$ cat config.mk
export PLATFORM = sky130hd
export DESIGN_NAME = pixel_request_arbiter
export DESIGN_NICKNAME = d
export VERILOG_FILES = /design/src/rtl/pixel_request_arbiter.sv
export SDC_FILE = /design/constraint.sdc
export NUM_CORES = 1
export LEC_CHECK = 0
export CAP_MARGIN = 0
export CORE_MARGIN = 3
export CORE_UTILIZATION = 30
export CTS_BUF_LIST = sky130_fd_sc_hd__clkbuf_8
export CTS_CLUSTER_SIZE = 28
export DETAILED_ROUTE_END_ITERATION = 8
export PLACE_DENSITY = 0.7
export SYNTH_ARGS = -nofsm -noshare
export SYNTH_HDL_FRONTEND = slang
export SYNTH_SLANG_ARGS = --single-unit
$ cat constraint.sdc
create_clock -name clk_clk -period 4.5 [get_ports clk_clk]
set_input_delay 1.125 -clock clk_clk [delete_from_list [all_inputs] [get_ports clk_clk]]
set_output_delay 1.125 -clock clk_clk [all_outputs]
set_load 0.1 [all_outputs]
$ cat src/rtl/pixel_request_arbiter.sv
// Round-robin arbiter sharing one NIOS pixel-lookup PIO channel among NUM_REQ requesters.
// Optional single-entry result cache enabled by defining PIXEL_CACHE_EN.
module pixel_request_arbiter #(
  parameter int NUM_REQ     = 4,
  parameter int RESP_CYCLES = 2048
) (
  input  logic                   clk_clk,
  input  logic                   reset_reset_n,
  input  logic [NUM_REQ-1:0]     req_valid,
  input  logic [NUM_REQ*32-1:0]  req_pos,
  output logic [NUM_REQ-1:0]     rsp_valid,
  output logic [23:0]            rsp_color,
  output logic [31:0]            pio_position,
  output logic                   pio_request,
  input  logic [23:0]            pio_color,
  input  logic                   cache_flush,
  output logic                   busy
);
  localparam int PW = $clog2(NUM_REQ);
  localparam int CW = (RESP_CYCLES > 2) ? $clog2(RESP_CYCLES) : 1;

  typedef enum logic [1:0] {IDLE, WAIT, RESP} state_t;

  state_t        state_q, state_d;
  logic [PW-1:0] ptr_q, ptr_d;
  logic [PW-1:0] grant_q, grant_d;
  logic [31:0]   pio_pos_q, pio_pos_d;
  logic [CW-1:0] cnt_q, cnt_d;
  logic [23:0]   color_q, color_d;

  logic          req_any;
  logic [PW-1:0] win_idx;
  logic [PW-1:0] cand;
  logic [31:0]   win_pos;
  logic          hit;
  logic [23:0]   hit_color;
  int            idx;

  // Scan offsets from highest to lowest so the first requester at or after ptr wins.
  always_comb begin
    req_any = 1'b0;
    win_idx = ptr_q;
    idx     = 0;
    cand    = '0;
    for (int k = NUM_REQ - 1; k >= 0; k--) begin
      idx = int'(ptr_q) + k;
      if (idx >= NUM_REQ) idx = idx - NUM_REQ;
      cand = PW'(idx);
      if (req_valid[cand]) begin
        req_any = 1'b1;
        win_idx = cand;
      end
    end
  end

  assign win_pos = req_pos[32*win_idx +: 32];

`ifdef PIXEL_CACHE_EN
  logic        cvalid_q, cvalid_d;
  logic [31:0] cpos_q, cpos_d;
  logic [23:0] ccolor_q, ccolor_d;
  logic        fill_q, fill_d;

  // A flush in the grant cycle must defeat the hit, so it is folded in here.
  assign hit       = cvalid_q && !cache_flush && (win_pos == cpos_q);
  assign hit_color = ccolor_q;

  always_comb begin
    cvalid_d = cvalid_q;
    cpos_d   = cpos_q;
    ccolor_d = ccolor_q;
    fill_d   = fill_q;
    if (cache_flush) cvalid_d = 1'b0;
    case (state_q)
      IDLE: if (req_any) fill_d = !hit;
      WAIT: if (cache_flush) fill_d = 1'b0;
      RESP: begin
        if (fill_q && !cache_flush) begin
          cvalid_d = 1'b1;
          cpos_d   = pio_pos_q;
          ccolor_d = color_q;
        end
        fill_d = 1'b0;
      end
      default: ;
    endcase
  end

  always_ff @(posedge clk_clk or negedge reset_reset_n) begin
    if (!reset_reset_n) begin
      cvalid_q <= 1'b0;
      cpos_q   <= '0;
      ccolor_q <= '0;
      fill_q   <= 1'b0;
    end else begin
      cvalid_q <= cvalid_d;
      cpos_q   <= cpos_d;
      ccolor_q <= ccolor_d;
      fill_q   <= fill_d;
    end
  end
`else
  logic unused_flush;
  assign unused_flush = cache_flush;
  assign hit          = 1'b0;
  assign hit_color    = '0;
`endif

  always_comb begin
    state_d   = state_q;
    ptr_d     = ptr_q;
    grant_d   = grant_q;
    pio_pos_d = pio_pos_q;
    cnt_d     = cnt_q;
    color_d   = color_q;
    case (state_q)
      IDLE: begin
        if (req_any) begin
          grant_d = win_idx;
          ptr_d   = (win_idx == PW'(NUM_REQ - 1)) ? '0 : win_idx + 1'b1;
          if (hit) begin
            color_d = hit_color;
            state_d = RESP;
          end else begin
            pio_pos_d = win_pos;
            cnt_d     = CW'(RESP_CYCLES - 1);
            state_d   = WAIT;
          end
        end
      end
      WAIT: begin
        if (cnt_q == '0) begin
          color_d = pio_color;
          state_d = RESP;
        end else begin
          cnt_d = cnt_q - 1'b1;
        end
      end
      RESP:    state_d = IDLE;
      default: state_d = IDLE;
    endcase
  end

  always_ff @(posedge clk_clk or negedge reset_reset_n) begin
    if (!reset_reset_n) begin
      state_q   <= IDLE;
      ptr_q     <= '0;
      grant_q   <= '0;
      pio_pos_q <= '0;
      cnt_q     <= '0;
      color_q   <= '0;
    end else begin
      state_q   <= state_d;
      ptr_q     <= ptr_d;
      grant_q   <= grant_d;
      pio_pos_q <= pio_pos_d;
      cnt_q     <= cnt_d;
      color_q   <= color_d;
    end
  end

  always_comb begin
    rsp_valid = '0;
    if (state_q == RESP) rsp_valid[grant_q] = 1'b1;
  end

  assign rsp_color    = color_q;
  assign pio_position = pio_pos_q;
  assign pio_request  = (state_q == WAIT);
  assign busy         = (state_q != IDLE);

endmodule

==> key figures <==
Outcome
  – Outcome: finished clean

Critical path
  – Crit path kind: reg2out
  – CP Capture Type: output pin
  – Maximum fanout along the worst path: 4
  – Critical path's slowest cell: clkdlybuf4s50_1
  – Required @ worst endpoint: 3380 ps
  – Crit path cell chain: nor2b_1, nor3b_1, clkdlybuf4s50_1
  – R2r setup slk: ~2000 ps
  – Crit path largest cell delay: 1160 ps
  – Reg-to-reg critical path startpoint: cnt_q[0]$_DFFE_PN0P_
  – Data arrival, critical path: 2340 ps
  – CP startpoint: state_q[0]$_DFFE_PN0P_
  – Delay-heaviest family, CP: buffers and inverters
  – Startpoint Class: register
  – Worst Path Buf+Inv: 1

Global routing
  – Overflow after GRT: 0
  – Vias in the first global route: approximately 4.4k
  – Total GRT Usage: between 10% and 20%
  – Largest net degree at the start of global routing: 74
  – First-pass GRT wire length: 22200 microns
  – Initial antenna violation count: 0

Clock tree
  – H-Tree Depth: 3
  – CTS max path bufs: 2
  – Worst-path clk slew: roughly 80 ps
  – CTS Buf Count: 9
  – TritonCTS clock tree: built
  – Setup bufs post-CTS: 0
  – CTS resizes: 0
  – Clock sink total: 73
  – Root Buffer: clkbuf_8
  – Worst skew pair latency: ~350 ps
  – Cts hold-fix bufs: 0

STA
  – RSZ-0062 raised after global routing: no
  – Final slew viol count: 0
  – Final Hold Fails: 0
  – Min Tclk post-route: 3460 ps
  – Max Clock Freq: just under 300 MHz
  – Layout Skew: 12.9 ps
  – Slew HR: roughly a fifth
  – Setup TNS: 0 ps
  – Final setup violation count: 0
  – Worst hold slack: slightly below 500 ps
  – Setup ws final: between 1000 and 1500 ps
  – Slew @ Worst Pin: approximately 1200 ps
  – Fin crit share: roughly 77%

Synth
  – Synthesized flop and latch total: 73
  – List of most frequent post-synthesis cells: 73 x dfrtp_1, 67 x a211oi_1, 46 x nand2_1
  – Post-synth EDFFs: 0
  – Dominant cells by area after synthesis: dfrtp_1 43%, a211oi_1 12%, a211oi_2 8.2%
  – Mapped Area: approximately 4300 sq um
  – Yosys Warn Count: 0
  – Unique masters post-synth: 48
  – Leading area contributor after synthesis: dfrtp_1
  – Ys flop type: dfrtp_1
  – Mapped Cells: 413
  – Top cell type's share of synthesized area: a little over two fifths
  – Average size of a mapped cell: slightly above 10 sq um
  – Post-Syn Nets: approximately 570
  – Sequential area share after synthesis: between 40% and 50%
  – Top-count cell post-synth: dfrtp_1
  – Asr flop ratio synth: 100%

Die
  – Row count: 42
  – Total core area: around 14000 sq um
  – Die width: ~130 microns
  – Initial core utilization: roughly a third
  – Die height: 125 microns
  – DIE AREA: about 16000 sq um
  – IO Count: ~220

Route
  – Post-Route WL: ~14000 microns
  – Via count: 4062
  – Initial DRC count: 84
  – ANT nets after route: 0
  – Drt pass-1 iters: 4
  – DR vias/cell: 5.10
  – Residual DRC count: 0
  – Routed wire per std cell: between 15 and 20 microns

Pwr
  – P per Cell Area: between 500 and 600 nW/um^2
  – Sw Share: a little over half
  – Comb power frac: between 50% and 60%
  – Reg power frac: 26.7%
  – Switching Power: between 0.0015 and 0.002 W
  – Power consumption: 0.00362 W
  – Lkg Pwr: ~2.6 nW
  – Worst vdd ir: ~350 uV
  – Internal power: 0.00169 W
  – Clock network fraction of total power: between 10% and 20%

Layout
  – Final core occ: between 40% and 50%
  – Final nets: 775
  – Number of diodes: 0
  – Layout cell share with drive strength beyond 1: between 10% and 20%
  – Area Growth Syn to Fin: 58.4%

Flow run
  – Max-cap violations: 0

Placed design
  – Pre-CTS setup slack: about 840 ps
  – Hpwl dp: approximately 10000 microns
  – GPL Wtd Cong: 0.834
  – Port buffer count: 219

Min path
  – Hold Path Origin: rsp_color[6]$_DFFE_PN0P_
  – HP Class: reg2reg
-- stage by stage --
stage | std cells | instance area [sq um]
floorplan | 413 | 4270
finish | 796 | 6760
CTS | 796 | 6760
global placement | 780 | 6560
global route | 796 | 6760
detailed placement | 780 | 6560
-- state kept, by name, summed over array words and instances (netlist names) --
register and count:
pio_position 32, ptr_q 2, rsp_color 24, grant_q 2
cnt_q 11, state_q 2
-- metal layers --
metal	wire (microns)	track usage, %
met1	5690	20.8
met5	0	0
met4	251	5.93
met3	1020	5.16
met2	6780	29.8
-- cell usage in the layout, fill, tap and decap left out, types with 2 or more instances in the layout --
cell | Yosys | layout
a21oi_1 | 2 | 2
nor3b_1 | 2 | 2
nor4_1 | 2 | 2
inv_2 | 2 | 2
mux2_1 | 19 | 19
clkinv_4 | 0 | 2
a211oi_2 | 28 | 28
inv_1 | 8 | 8
a31oi_1 | 2 | 2
xor2_1 | 3 | 3
o2111ai_1 | 2 | 2
and3_1 | 2 | 2
buf_4 | 3 | 8
clkbuf_8 | 0 | 9
nand3_1 | 4 | 4
mux2_2 | 7 | 7
dfrtp_1 | 73 | 73
nor2_1 | 42 | 40
nor3_1 | 3 | 3
nand2_1 | 46 | 46
o21ai_1 | 2 | 2
o211ai_1 | 2 | 2
mux2i_1 | 31 | 31
xnor2_1 | 3 | 3
or2_1 | 2 | 2
clkdlybuf4s50_1 | 0 | 218
a211oi_1 | 67 | 67
nor2b_1 | 4 | 4
clkinvlp_4 | 0 | 3
-- worst reg2reg max path: stages, from the launching register on --
cell	delay (ps)
dfrtp_1	430
inv_1	80
ha_1	190
nor3b_1	280
and2_1	300
nand3_2	550
mux2_1	550
-- path summary, 6_finish.rpt --
path                       depth (start not counted)                           end
max                                                3                  rsp_valid[0]
min                                                1      rsp_color[6]$_DFFE_PN0P_
max reg2reg                                        6      rsp_color[8]$_DFFE_PN0P_
min reg2reg                                        1      rsp_color[6]$_DFFE_PN0P_
max in group asynchronous                          1  pio_position[25]$_DFFE_PN0P_
min in group asynchronous                          1     rsp_color[17]$_DFFE_PN0P_
-- cell families after synthesis --
group / after synthesis / share of synthesized area, %
compound gates: 115 / 23.6
simple gates: 115 / 12.1
flops: 73 / 42.8
mux: 57 / 14.1
buf+inv: 46 / 5.86
xor+xnor: 6 / 1.23
fa+ha+maj: 1 / 0.293
-- cell type report --
cell class / instances / area, sq um
fillers: 1247 / 6800
clock inverters: 7 / 78.8
repair buffers: 227 / 2260
flip-flops and latches: 73 / 1830
multi-input cells: 294 / 2210
clock buffers: 9 / 124
well taps: 176 / 220
inverters: 10 / 37.5
-- power by group through the flow --
stage	logic (W)	registers (W)	clock network, W
floorplan	0.000550	0.00199	0
global placement	0.00211	0.000966	0
detailed placement	0.00214	0.000977	0
CTS	0.00214	0.000967	0.000553
global route	0.00222	0.000994	0.000584
finish	0.00213	0.000966	0.000528
Note: power is estimated with default switching activity, not from simulation.
